File: config.mk
export PLATFORM = sky130hd
export DESIGN_NAME = result_collector
export DESIGN_NICKNAME = d
export VERILOG_FILES = /design/src/rtl/result_collector.sv
export SDC_FILE = /design/constraint.sdc
export NUM_CORES = 1
export LEC_CHECK = 0
export CAP_MARGIN = 20
export CORE_ASPECT_RATIO = 0.7
export CORE_MARGIN = 5
export CORE_UTILIZATION = 30
export DETAILED_ROUTE_END_ITERATION = 8
export SLEW_MARGIN = 20
export SYNTH_ARGS = -nofsm -noshare
export SYNTH_HDL_FRONTEND = slang
export SYNTH_SLANG_ARGS = --single-unit
export TNS_END_PERCENT = 20
File: constraint.sdc
create_clock -name clk -period 6.5 [get_ports clk]
set_input_delay 1.3 -clock clk [delete_from_list [all_inputs] [get_ports clk]]
set_output_delay 1.3 -clock clk [all_outputs]
set_load 0.02 [all_outputs]
File: src/rtl/result_collector.sv
// result_collector: three per-channel result FIFOs merged round-robin onto one backpressured memory write port.
module result_collector #(
  parameter int FIFO_DEPTH = 4,
  parameter int ADDR_W = 16,
  parameter int DATA_W = 8
) (
  input  logic              clk,
  input  logic              rst,
  input  logic              in_we_0,
  input  logic              in_we_1,
  input  logic              in_we_2,
  input  logic [ADDR_W-1:0] in_addr_0,
  input  logic [ADDR_W-1:0] in_addr_1,
  input  logic [ADDR_W-1:0] in_addr_2,
  input  logic [DATA_W-1:0] in_y_0,
  input  logic [DATA_W-1:0] in_y_1,
  input  logic [DATA_W-1:0] in_y_2,
  output logic              mem_we,
  output logic [1:0]        mem_sel,
  output logic [ADDR_W-1:0] mem_addr,
  output logic [DATA_W-1:0] mem_data,
  input  logic              mem_ready,
  output logic [2:0]        overflow,
  output logic              busy,
  output logic [17:0]       wr_count
);
  localparam int AW = $clog2(FIFO_DEPTH);
  localparam int W = ADDR_W + DATA_W;
  typedef enum logic {IDLE, VALID} state_t;
  state_t state, state_n;
  logic [2:0] we, ne, full, pop, push;
  logic [W-1:0] word [3];
  logic [W-1:0] fifo [3][FIFO_DEPTH];
  logic [AW:0] wp [3];
  logic [AW:0] rp [3];
  logic [1:0] last, c1, c2, grant;
  logic load;
  function automatic logic [1:0] nxt(input logic [1:0] x);
    return (x == 2'd2) ? 2'd0 : x + 2'd1;
  endfunction
  assign we = {in_we_2, in_we_1, in_we_0};
  assign word[0] = {in_addr_0, in_y_0};
  assign word[1] = {in_addr_1, in_y_1};
  assign word[2] = {in_addr_2, in_y_2};
  // Arbitration sees pre-push FIFO state; a full FIFO popped this edge still accepts a push.
  always_comb begin
    c1 = nxt(last);
    c2 = nxt(c1);
    for (int k = 0; k < 3; k++) begin
      ne[k] = wp[k] != rp[k];
      full[k] = (wp[k] ^ rp[k]) == {1'b1, {AW{1'b0}}};
    end
    grant = ne[c1] ? c1 : ne[c2] ? c2 : last;
    load = (state == IDLE || mem_ready) && |ne;
    for (int k = 0; k < 3; k++) begin
      pop[k] = load && grant == 2'(k);
      push[k] = we[k] && (!full[k] || pop[k]);
    end
  end
  always_comb state_n = load ? VALID : (state == VALID && mem_ready) ? IDLE : state;
  always_comb begin
    mem_we = state == VALID;
    busy = |ne || mem_we;
  end
  always_ff @(posedge clk or posedge rst)
    if (rst) state <= IDLE;
    else state <= state_n;
  always_ff @(posedge clk)
    for (int k = 0; k < 3; k++)
      if (push[k]) fifo[k][wp[k][AW-1:0]] <= word[k];
  always_ff @(posedge clk or posedge rst) begin
    if (rst) begin
      for (int k = 0; k < 3; k++) begin
        wp[k] <= '0;
        rp[k] <= '0;
      end
      last <= 2'd2;
      mem_sel <= '0;
      mem_addr <= '0;
      mem_data <= '0;
      overflow <= '0;
      wr_count <= '0;
    end else begin
      for (int k = 0; k < 3; k++) begin
        if (push[k]) wp[k] <= wp[k] + (AW+1)'(1);
        if (pop[k]) rp[k] <= rp[k] + (AW+1)'(1);
        overflow[k] <= overflow[k] | (we[k] & full[k] & ~pop[k]);
      end
      if (load) begin
        {mem_addr, mem_data} <= fifo[grant][rp[grant][AW-1:0]];
        mem_sel <= grant;
        last <= grant;
      end
      if (mem_we && mem_ready) wr_count <= wr_count + 18'd1;
    end
  end
endmodule

==> results of run 1 <==
==> state kept, by name, summed over array words and instances, names as in the netlist, 2 cells and up <==
signal / count
mem_data: 8
mem_sel: 2
rp: 9
mem_addr: 16
wp: 9
wr_count: 18
fifo: 288
overflow: 3
==> layer usage <==
layer | wire, um | global-route usage | share of wire | vias up
met4 | 489 | 0.0255 | 0.013 | 0
met3 | 1980 | 0.0267 | 0.054 | 35
li1 | - | - | - | 4069
met1 | 17300 | 0.196 | 0.47 | 4292
met5 | 0 | 0 | 0 | -
met2 | 17100 | 0.219 | 0.46 | 227
==> synth_stat cells, types with 2 or more instances <==
cell / instances
nor3_2: 2
buf_2: 26
xor2_1: 14
mux2_2: 7
nand3_1: 7
buf_1: 3
edfxtp_1: 288
mux2i_1: 47
and2_1: 14
nor2_1: 126
inv_1: 8
a21o_1: 3
dfrtp_1: 66
o21ai_0: 3
buf_4: 5
xnor2_1: 24
buf_8: 2
nand4_1: 6
and4_1: 2
a221oi_1: 3
a31oi_1: 97
a221oi_2: 21
nor3_1: 2
a31o_2: 2
buf_6: 3
nand2_1: 208
and3_1: 3
ha_1: 16
nand2b_1: 2
o21a_1: 2
clkbuf_1: 19
nor2b_1: 3
==> placed cells by master (no fill, tap or decap), types with 2 or more instances in the layout <==
cell type / netlist / layout
inv_6: 0 / 4
a221oi_1: 3 / 3
nand2_1: 208 / 208
clkbuf_16: 0 / 37
nand3_1: 7 / 7
nor2_1: 126 / 126
clkbuf_8: 0 / 4
clkbuf_1: 19 / 2
dfrtp_1: 66 / 66
xor2_1: 14 / 14
and3_1: 3 / 3
nor2b_1: 3 / 3
o21a_1: 2 / 2
mux2_2: 7 / 7
a31oi_1: 97 / 96
clkinvlp_4: 0 / 4
and4_1: 2 / 2
a31o_2: 2 / 2
buf_4: 5 / 9
o21ai_0: 3 / 3
clkinv_2: 0 / 9
xnor2_1: 24 / 24
a21o_1: 3 / 3
nand4_1: 6 / 6
nand2b_1: 2 / 2
inv_1: 8 / 7
mux2i_1: 47 / 47
edfxtp_1: 288 / 288
nor3_1: 2 / 2
a221oi_2: 21 / 21
clkdlybuf4s50_1: 0 / 126
ha_1: 16 / 16
and2_2: 0 / 13
bufinv_16: 0 / 7
==> where the power goes <==
group / internal, mW / total, mW / switching [mW]
combinational: 1.72 / 4.68 / 2.96
sequential: 3.12 / 3.40 / 0.285
clock: 1.38 / 2.27 / 0.885
==> path summary, 6_finish.rpt <==
| check | start | endpoint | slack, ns | depth (start not counted) |
|---|---|---|---|---|
| setup / recovery | wp[7] | busy | 2.36 | 5 |
| hold / removal | overflow[2] | overflow[2] | 0.46 | 1 |
| setup reg to reg | rp[0] | mem_addr[13] | 2.53 | 8 |
| hold reg to reg | overflow[2] | overflow[2] | 0.46 | 1 |
| max in group asynchronous | rst | mem_data[4] | 4.36 | 3 |
| min in group asynchronous | rst | wr_count[7] | 1.11 | 2 |
==> stage by stage <==
step	hold slack [ns]	power, mW
2_1_floorplan	0.460	6.86
3_3_place_gp	0.462	8.07
3_5_place_dp	0.448	8.16
4_1_cts	0.461	10.4
5_1_grt	0.466	11.0
6_report	0.457	10.4
==> cell families (layout without fill, tap and decap cells) <==
group,Yosys count,after routing,share of synthesized area
flops,355,355,0.715
fa+ha+maj,16,16,0.0139
mux,55,55,0.0391
compound gates,140,140,0.0781
simple gates,380,380,0.107
buf+inv,66,211,0.0238
xor+xnor,38,38,0.0230
==> layout make-up <==
cell class | instances | area, um2 | area share
clock buffer | 43 | 988 | 0.0560
inverter | 8 | 31.3 | 0.00177
multi-input combinational | 629 | 3840 | 0.218
clock inverter | 24 | 324 | 0.0184
sequential | 355 | 10300 | 0.585
timing repair buffer | 136 | 1350 | 0.0765
tap | 621 | 777 | 0.0440
==> run_results.csv, run 1 <==
group,metric,value,unit
clock_network,root_buffer,"clkbuf_16",
synth,synth_top_area_frac,0.599,
synth,avgSynthCellArea,13.8,um2
worst_setup_path,startpoint_type,"flip-flop",
timing,worst_pin_slew,1.09,ns
global_routing,grt_overflow,0,
timing,clock-skew-final,0.0137,ns
synth,synth_edf_count,288,
clock_network,cts_tree,"built",
worst_setup_path,critPathArrivalTime,2.84,ns
timing,period_minus_slack,4.14,ns
cells_and_area,fin_nets,1261,
floorplanning,dieArea,52700,um2
power,p_leak,6.33,nW
cells_and_area,instances_no_fill,1816,
timing,maxSlewViolCount,0,
timing,setup_violations,0,
worst_setup_path,cp-end-kind,"output port",
clock_network,clk_latency,0.52,ns
clock_network,cts_buffers,37,
worst_setup_path,cp_slowest_cell,"nor3_1",
synth,seq_area_frac_synth,0.715,
placed_design,dp_cells,1749,
synth,synth_seq_cells,355,
synth,synthCells,1050,
clock_network,cts-hold-fix-buffers,0,
placed_design,gp_congestion,0.770,
cells_and_area,n_antenna_cell,0,
cells_and_area,utilization,0.369,
detailed_routing,vias,8623,
synth,ys_types,48,
synth,synth_nets,1144,
global_routing,grt_max_degree,100,
detailed_routing,drt_iter0_drc,675,
floorplanning,core.rowCount,67,
timing,slew_headroom,0.276,
worst_setup_path,critical_path_class,"reg -> out",
clock_network,cts.clk_slew.worst_paths,0.06,ns
global_routing,grt_usage,0.137,
synth,synth_top_area_cell,"edfxtp_1",
timing,grt_setup_unrepaired,"no",
placed_design,dpl.hpwl,23.2,mm
power,peakVddDrop,0.000585,V
global_routing,grt_pass1_vias,8759,
floorplanning,die_w,272,um
global_routing,antenna_found_initial,0,
power,power.density,587,nW/um2
worst_setup_path,required,5.20,ns
cells_and_area,design_area,17600,um2
run,max_cap_violations,0,
detailed_routing,drc_errors,0,
detailed_routing,drtPass1Iterations,5,
worst_setup_path,critPathMaxFanout,4,
placed_design,preCtsSetupSlack,2.34,ns
detailed_routing,drt_wl_total,36.8,mm
clock_network,ctsResizeCount,0,
min_path,min_path_type,"reg -> reg",
worst_setup_path,cp.buffers_inverters,1,
clock_network,h-tree-depth,2,
placed_design,place_area,16300,um2
floorplanning,die_h,194,um
global_routing,grt_pass1_wl,55.2,mm
detailed_routing,antenna_left,0,
timing,hold_viol,0,
floorplanning,initial_core_util,0.302,
run_status,run_status,"finished, final reports clean",
cells_and_area,fillers,4526,
synth,synthArstFlopShare,0.189,
floorplanning,io_pins,127,
clock_network,clock_sinks,355,
worst_setup_path,crit_path_max_incr_delay,0.60,ns
floorplanning,core,47800,um2
clock_network,clock_path_buffers,3,
placed_design,port_buffers,126,
cells_and_area,area_growth_syn_to_layout,22.1,%
worst_setup_path,cp_cell_sequence,"xor2_1, nor3_1, and3_1, nand2b_1, clkdlybuf4s50_1",
synth,synth_area,14400,um2
synth,synth_top_flop_cell,"edfxtp_1",
timing,timing.final.ws_setup,2.36,ns
timing,fin_tns_setup,0,ns
detailed_routing,viasPerCell,4.75,
timing,fin_crit_sh,0.637,
clock_network,post_cts_buffers,0,
synth,synth.yosys.warnings,0,
worst_setup_path,critPathTopFamily,"simple AND/OR/NAND/NOR gates",
synth,synthTopCellsByArea,"edfxtp_1 (60%), dfrtp_1 (11%), nand2_1 (5.4%), a31oi_1 (4.2%), nor2_1 (3.3%)",
cells_and_area,layout-drive-gt1-share,0.110,
timing,fmax,0.242,GHz
detailed_routing,drt-wirelength-per-cell,20.3,um
Note: power is estimated with default switching activity, not from simulation.
==> inputs of run 2 (changes only) <==
==> constraint.sdc (replaced) <==
create_clock -name clk -period 3.7 [get_ports clk]
set_input_delay 0.74 -clock clk [delete_from_list [all_inputs] [get_ports clk]]
set_output_delay 0.74 -clock clk [all_outputs]
set_load 0.02 [all_outputs]
==> run 2 against run 1 <==
Clock power increased by 62%. Utilization barely moved. Critical path depth is the same. Clock-buffer cell count increased by 8. Cell count is 0.33% higher. Die area is the same. Largest cell class unchanged. Highest routed layer unchanged.
==> run_results.csv, run 2 (same netlist as run 1, synthesis figures left out) <==
group,metric,value,unit
run_status,run_status,"finished, final reports clean",
cells_and_area,n_antenna_cell,0,
cells_and_area,layout-drive-gt1-share,0.106,
worst_setup_path,required,2.96,ns
timing,period_minus_slack,3.48,ns
timing,fin_tns_setup,0,ns
power,p_sw,7.32,mW
clock_network,cts.clk_slew.worst_paths,0.06,ns
global_routing,antenna_found_initial,0,
worst_setup_path,critical_path_class,"reg -> out",
cells_and_area,area_growth_syn_to_layout,22.0,%
min_path,min_to,"overflow[2]",
placed_design,dpl.hpwl,23.4,mm
global_routing,grt_max_degree,100,
worst_setup_path,cp.buffers_inverters,1,
clock_network,root_buffer,"clkbuf_16",
floorplanning,die_h,194,um
clock_network,cts_buffers,36,
global_routing,grt_overflow,0,
power,p_int,10.7,mW
power,power_frac_seq,0.332,
cells_and_area,instances_no_fill,1822,
worst_setup_path,cp_cell_sequence,"xor2_1, nor3_2, and3_1, nand2b_1, clkdlybuf4s50_1",
cells_and_area,largest_register_ffs,288,
cells_and_area,final_common_cell,"edfxtp_1",
worst_setup_path,rr_worst_depth,7,
min_path,min_path_type,"reg -> reg",
timing,slew_headroom,0.326,
worst_setup_path,critPathArrivalTime,2.74,ns
detailed_routing,viasPerCell,4.81,
detailed_routing,drt_wl_total,38.1,mm
worst_setup_path,timing.rr.start,"rp[0]",
clock_network,h-tree-depth,2,
floorplanning,core.rowCount,67,
power,clkPwrFrac,0.204,
floorplanning,io_pins,127,
timing,setup_violations,0,
worst_setup_path,rr_endpoint,"mem_data[0]",
timing,clock-skew-final,0.0129,ns
min_path,hold_depth,1,
worst_setup_path,cp-end-kind,"output port",
clock_network,cts_tree,"built",
timing,fmax,0.287,GHz
timing,hold_viol,0,
clock_network,post_cts_buffers,0,
worst_setup_path,r2r_slack,0.31,ns
worst_setup_path,crit_path_max_incr_delay,0.54,ns
detailed_routing,antenna_left,0,
min_path,hp-start,"overflow[2]",
power,comb_power_share,0.464,
global_routing,grt_pass1_wl,57.5,mm
worst_setup_path,critPathTopFamily,"simple AND/OR/NAND/NOR gates",
detailed_routing,drc_errors,0,
power,swShare,0.406,
global_routing,grt_pass1_vias,8924,
cells_and_area,fin_nets,1267,
worst_setup_path,startpoint_type,"flip-flop",
timing,maxSlewViolCount,0,
floorplanning,initial_core_util,0.302,
detailed_routing,met3_length,2.46,mm
detailed_routing,drt-wirelength-per-cell,20.9,um
floorplanning,dieArea,52700,um2
floorplanning,core,47800,um2
run,max_cap_violations,0,
placed_design,port_buffers,126,
clock_network,clock_sinks,355,
detailed_routing,drt-met1-wl,17.6,mm
detailed_routing,drt_iter0_drc,718,
placed_design,dp_cells,1756,
timing,fin_crit_sh,0.940,
detailed_routing,drtPass1Iterations,4,
detailed_routing,highest_layer,"met4",
timing,worst_pin_slew,1.01,ns
clock_network,clk_latency,0.54,ns
worst_setup_path,critPathLaunch,"rp[0]",
worst_setup_path,cp_slowest_cell,"clkdlybuf4s50_1",
cells_and_area,layout_common_cells,"edfxtp_1 (288), nand2_1 (208), nor2_1 (126), clkdlybuf4s50_1 (126), a31oi_1 (96)",
global_routing,grt_usage,0.142,
power,power.density,1020,nW/um2
detailed_routing,vias,8757,
detailed_routing,wl_met2,17.6,mm
floorplanning,die_w,272,um
placed_design,gp_congestion,0.766,
power,p_leak,6.33,nW
power,peakVddDrop,0.00102,V
clock_network,clock_path_buffers,3,
timing,grt_setup_unrepaired,"no",
worst_setup_path,critPathMaxFanout,4,
[run 2: cell types whose count changed in the layout (fill, tap and decap cells not counted), sizes merged]
| cell | before | now |
|---|---|---|
| inv | 11 | 10 |
| clkinvlp | 4 | 0 |
| clkbuf | 43 | 51 |
| bufinv | 7 | 3 |
| buf | 10 | 17 |
[run 2: area by class of cell]
cell class              instances  area [um2]
clock inverters                15         183
clock buffers                  51        1010
well taps                     621         777
fillers                      4530       30200
multi-input cells             629        3850
flip-flops and latches        355       10300
inverters                       8        31.3
repair buffers                143        1460
[run 2: repair_timing]
action | CTS | global route
hold buffers | 0 | 0
setup endpoints to repair | 0 | 1
gates resized for setup | 0 | 1
endpoints found under the hold margin | 0 | 0
[run 2: metrics by stage]
step           setup WS, ns  power (mW)   util  hold slack [ns]  instance area [um2]
2_1_floorplan         0.823        12.1      -            0.460                14400
4_1_cts              0.0952        18.2  0.369            0.466                17600
3_5_place_dp          0.324        14.5  0.344            0.452                16400
6_report              0.221        18.0  0.369            0.464                17600
5_1_grt               0.100        19.2  0.369            0.494                17600
3_3_place_gp          0.366        14.4  0.344            0.449                16400
[run 2: how the worst max path moves through the flow]
| stage | end | slack, ns | depth (start not counted) |
|---|---|---|---|
| 2_1_floorplan | fifo[2][0] | 0.82 | 7 |
| 3_3_place_gp | mem_addr[13] | 0.37 | 7 |
| 3_5_place_dp | mem_data[0] | 0.32 | 7 |
| 4_1_cts | busy | 0.1 | 5 |
| 5_1_grt | busy | 0.10 | 5 |
| 6_report | busy | 0.22 | 5 |
[run 2: routing by layer]
metal / vias to the layer above / global-route usage
li1: 4067 / -
met1: 4407 / 0.206
met2: 242 / 0.225
met3: 41 / 0.0312
met4: 0 / 0.0227
met5: - / 0
[run 2: power groups by stage]
stage | combinational, mW | sequential (mW) | clock [mW]
global route | 9.19 | 6.07 | 3.94
global placement | 8.32 | 6.04 | 0
detailed placement | 8.41 | 6.05 | 0
CTS | 8.43 | 5.98 | 3.74
floorplan | 5.97 | 6.09 | 0
finish | 8.36 | 5.97 | 3.68
[run 2: worst reg2reg max path, delay by kind of cell (launching register included)]
family	cells	cell delay (ns)
simple gates	2	1.39
flops	1	0.46
compound gates	3	0.81
mux	1	0.37
xor+xnor	1	0.21
==> variant 1 (flow settings as in run 1) <==
`ADDR_W`: 16 -> 18.
--- a/src/rtl/result_collector.sv
+++ b/src/rtl/result_collector.sv
@@ -1,7 +1,7 @@
 // result_collector: three per-channel result FIFOs merged round-robin onto one backpressured memory write port.
 module result_collector #(
   parameter int FIFO_DEPTH = 4,
-  parameter int ADDR_W = 16,
+  parameter int ADDR_W = 18,
   parameter int DATA_W = 8
 ) (
   input  logic              clk,
Ports: changed (resized in_addr_0, in_addr_1, in_addr_2 and mem_addr); port bits go from 127 to 135. No check against the original RTL was run, so the function may have changed too.
==> variant 1 against run 1 <==
Final cell count up 7.6%; first-iteration DRC count up 54%; sequential power up 6.8%; final area up 6.3%; synthesized area up 7.1%; maximum frequency down 4.0%; sequential cell count up 26; setup slack worse by 0.17 ns; total power up 5.3%; clock power about the same; routed wire length up 8.8%.
==> variant 1: results (changes against run 1) <==
| Metric | Value |
|---|---|
| Share of the synthesized area in the top cell type | 60.54% (+0.68 points) |
| Number of flip-flops in the largest register | 312 (+8.3%) |
| Mean number of vias per cell | 4.805 (+1.2%) |
| Global routing usage on met2 | 21.27% (-0.67 points) |
| Cell count after placement | 1880 (+7.5%) |
| Total nets after synthesis | 1223 (+6.9%) |
| Cell area after placement | 17450 um^2 (+6.9%) |
| Top_reg_cell synth | edfxtp_1 |
| Run status | finished, final reports clean |
| GRT Total Usage | 13.95% (+0.29 points) |
| Fillers | 4832 (+6.8%) |
| TritonCTS Buffers | 40 (+8.1%) |
| Total number of nets in the final design | 1348 (+6.9%) |
| Initial detailed-routing violation count | 1041 (+54%) |
| Gpl congestion | 0.7751 (+0.66%) |
| Pre-CTS setup slack | 2.352 ns (+0.006580 ns) |
| Detailed Place HPWL | 24730 um (+6.8%) |
| Post-Syn Area per Cell | 13.78 um^2 (+0.15%) |
| Clock latency reported for the late side of the worst-skew pair | 0.54 ns (+0.02 ns) |
| Maximum resistive drop on vdd | 0.4910 mV (-16%) |
| Leading post-synthesis cells by cell area | edfxtp_1 (61%), dfrtp_1 (11%), nand2_1 (5.4%), a31oi_1 (4.2%), nor2_1 (3.4%) |
| Number of global-route vias before repair | 9202 (+5.1%) |
| Maximum number of pins on one net before global-route repair | 108 (+8.0%) |
| Post-synth EDFFs | 312 (+8.3%) |
| Switching part of the total power | 40.48% (+0.56 points) |
| Global-route wire length before repair | 59000 um (+6.9%) |
| Cell types with the highest counts after synthesis | edfxtp_1 (312), nand2_1 (224), nor2_1 (139) |
| Post-synth ARST share | 18.11% (-0.76 points) |
| Skew final | 0.01484 ns (+0.001119 ns) |
| Count of cell types in the netlist | 45 (-6.3%) |
| Met3 capacity usage during global routing | 2.744% (+0.072 points) |
| Fraction of the yosys area taken by sequential cells | 71.70% (+0.24 points) |
| Met1 routing resource usage after global routing | 20.96% (+1.4 points) |
| Worst Max-Slew Pin Slew | 1.127 ns (+0.04048 ns) |
| Via Count | 9388 (+8.9%) |
| DRT Wirelength | 40080 um (+8.8%) |
| Hold crit path type | flip-flop to flip-flop |
| Leak pwr | 6.722 nW (+6.1%) |
| Share of final-layout standard cells stronger than drive strength 1 | 10.08% (-0.88 points) |
| TritonRoute pass-1 iters | 7 (+2) |
| Port bufs | 134 (+6.3%) |
[variant 1: logic make-up after synthesis]
group	Yosys count	share of synthesized area [%]
AND/OR/NAND/NOR	408	10.62
flip-flops	381	71.70
AO/OA/AOI/OAI	150	7.826
buffers and inverters	71	2.498
multiplexers	59	3.905
XOR/XNOR	38	2.151
adder cells (fa/ha/maj)	16	1.294
[variant 1: path summary, 6_finish.rpt]
kind | depth (start not counted) | start | end | slack [ns]
max in group asynchronous | 3 | rst | mem_addr[17] | 4.34
min in group asynchronous | 2 | rst | wr_count[9] | 1.06
hold reg to reg | 1 | overflow[1] | overflow[1] | 0.47
setup reg to reg | 7 | wp[1] | mem_data[0] | 2.34
hold / removal | 1 | overflow[1] | overflow[1] | 0.47
setup / recovery | 5 | wp[1] | busy | 2.19
[variant 1: worst max-delay path, stage by stage (launching register included)]
cell and delay (ns):
dfrtp_1 0.43, xor2_1 0.21, nor3_1 0.74, and3_1 0.46, nand2b_1 0.10, clkdlybuf4s50_1 0.54
[variant 1: area by class of cell]
cell class | count | area [um^2] | share of cell area, %
sequential | 381 | 11100 | 59.15
multi-input combinational | 671 | 4058 | 21.63
timing repair buffer | 144 | 1420 | 7.570
clock buffer | 51 | 1104 | 5.883
tap | 674 | 843.3 | 4.495
clock inverter | 23 | 198.9 | 1.060
inverter | 10 | 38.79 | 0.2068
[variant 1: routing by layer]
| metal | wire (um) | part of all wire, % |
|---|---|---|
| met5 | 0 | 0 |
| met4 | 644 | 1.6 |
| met3 | 2710 | 6.8 |
| met2 | 17730 | 44 |
| met1 | 19000 | 47 |
[variant 1: power by group through the flow]
stage	clock [mW]	combinational, mW	sequential (mW)
floorplan	0	3.70	3.71
global placement	0	4.92	3.67
detailed placement	0	5.01	3.68
CTS	2.33	5.02	3.64
global route	2.44	5.46	3.69
finish	2.27	4.99	3.63
==> variant 2 (settings of run 1) <==
Without the edit above. Reset style: synchronous (`rst`), changed in 2 clocked blocks.
--- a/src/rtl/result_collector.sv
+++ b/src/rtl/result_collector.sv
@@ -62,13 +62,13 @@
     mem_we = state == VALID;
     busy = |ne || mem_we;
   end
-  always_ff @(posedge clk or posedge rst)
+  always_ff @(posedge clk)
     if (rst) state <= IDLE;
     else state <= state_n;
   always_ff @(posedge clk)
     for (int k = 0; k < 3; k++)
       if (push[k]) fifo[k][wp[k][AW-1:0]] <= word[k];
-  always_ff @(posedge clk or posedge rst) begin
+  always_ff @(posedge clk) begin
     if (rst) begin
       for (int k = 0; k < 3; k++) begin
         wp[k] <= '0;
Check against the original RTL: differs if rst is asserted again (counterexample within 4 cycles, from zero or initial values and one cycle with rst high); with rst held inactive, the same outputs for 4 cycles.
==> variant 2 against run 1 <==
Setup slack worse by 0.18 ns; critical path depth is 4 higher; sequential cell count stayed put; combinational power is 34% lower; global-route usage is 0.66 points higher; routed wire length is 4.9% higher; final area is 1.7% lower; final cell count is 3.6% lower; non-clock buffer count is 10 higher; total power is 19% lower; synthesized area is 1.6% lower; largest power group is now sequential cells.
==> variant 2: results (changes against run 1) <==
| Metric | Value |
|---|---|
| Initial detailed-routing violation count | 885 (+31%) |
| Capture point of the worst reg-to-reg path | mem_addr[3] |
| Worst-case reg-to-reg path depth | 9 (+1) |
| Crit-path max cell delay | 0.67 ns (+0.07 ns) |
| Detailed Place HPWL | 26610 um (+15%) |
| Leak pwr | 5.793 nW (-8.5%) |
| Maximum number of pins on one net before global-route repair | 86 (-14%) |
| Gpl congestion | 0.8305 (+7.9%) |
| Share of final-layout standard cells stronger than drive strength 1 | 8.348% (-2.6 points) |
| Leading post-synthesis cells by cell area | edfxtp_1 (65%), dfxtp_1 (6.9%), mux2i_1 (3.6%), nor2_1 (2.3%), a21oi_1 (1.9%) |
| Mean number of vias per cell | 5.150 (+8.5%) |
| DRT Wirelength | 38650 um (+4.9%) |
| Maximum fanout count along the critical path | 29 (+25) |
| GRT Total Usage | 14.31% (+0.66 points) |
| Critical register-to-register path startpoint | rp[1][0] |
| Min-Delay Path Depth | 2 (+1) |
| Antenna violations before repair | 1 (+1) |
| Via Count | 9012 (+4.5%) |
| Total number of nets in the final design | 1204 (-4.5%) |
| Worst Min Path Start | overflow[2] |
| Skew final | 0.02780 ns (+0.01408 ns) |
| Total nets after synthesis | 1081 (-5.5%) |
| Number of global-route vias before repair | 8753 (-0.069%) |
| WP data arrival | 4.71 ns (+1.87 ns) |
| Run status | finished, final reports clean |
| Cell types with the highest counts after synthesis | edfxtp_1 (306), nor2_1 (88), a21oi_1 (55) |
| Cell area after placement | 16150 um^2 (-1.1%) |
| Worst Max-Slew Pin Slew | 1.077 ns (-0.009772 ns) |
| Cell count after placement | 1683 (-3.8%) |
| Post-synth ARST share | 0% (-19 points) |
| Count of cell types in the netlist | 56 (+17%) |
| Maximum resistive drop on vdd | 0.2942 mV (-50%) |
| Startpoint type of the worst setup path | flip-flop |
| Post-synth EDFFs | 306 (+6.3%) |
| Fraction of the yosys area taken by sequential cells | 71.54% (about the same) |
## variant 2: cell types whose count changed after synthesis, sizes merged, moves of 38 or more
cell | run 1 | this run
dfrtp | 66 | 0
nand2 | 208 | 40
a21oi | 0 | 56
a31oi | 97 | 27
dfxtp | 0 | 49
nor2 | 127 | 89
## variant 2: cell type report
class	instances	area, um^2
inverters	18	67.56
clock buffers	49	1002
well taps	612	765.7
repair buffers	146	1411
fillers	4377	29320
multi-input cells	552	3736
clock inverters	18	182.7
flip-flops and latches	355	10170
## variant 2: report_power, final
group	internal, mW	switching (mW)
registers	2.95	0.237
logic	1.01	2.09
clock network	1.21	0.870
total	5.17	3.20
## variant 2: worst max-delay path: cells and delay by family, from the launching register on
kind / cells / cell delay [ns]
AND/OR/NAND/NOR: 3 / 1.63
XOR/XNOR: 1 / 0.45
AO/OA/AOI/OAI: 3 / 1.03
buffers and inverters: 2 / 0.64
flip-flops: 1 / 0.36
## variant 2: cell families (layout without fill, tap and decap cells)
| family | count (synthesis) | after routing | share of synthesized area, % |
|---|---|---|---|
| xor+xnor | 28 | 28 | 1.725 |
| flops | 355 | 355 | 71.54 |
| mux | 52 | 52 | 3.670 |
| buf+inv | 80 | 231 | 2.473 |
| fa+ha+maj | 16 | 16 | 1.408 |
| compound gates | 227 | 227 | 11.59 |
| simple gates | 229 | 229 | 7.596 |
## variant 2: worst max path at each step
stage,endpoint,slack (ns)
global route,mem_data[5],2.01
floorplan,fifo[0][0],3.34
CTS,mem_addr[3],2.24
detailed placement,mem_addr[3],2.12
global placement,fifo[2][82],2.13
finish,mem_addr[3],2.18
## variant 2: metal layers
layer  global-route usage [%]  vias to the layer above  wire [um]
met1                    21.16                     4511      18100
met2                    21.22                      387      16470
li1                         -                     4066          -
met5                        0                        -          0
met4                    2.658                        0        526
met3                    4.071                       48       3554
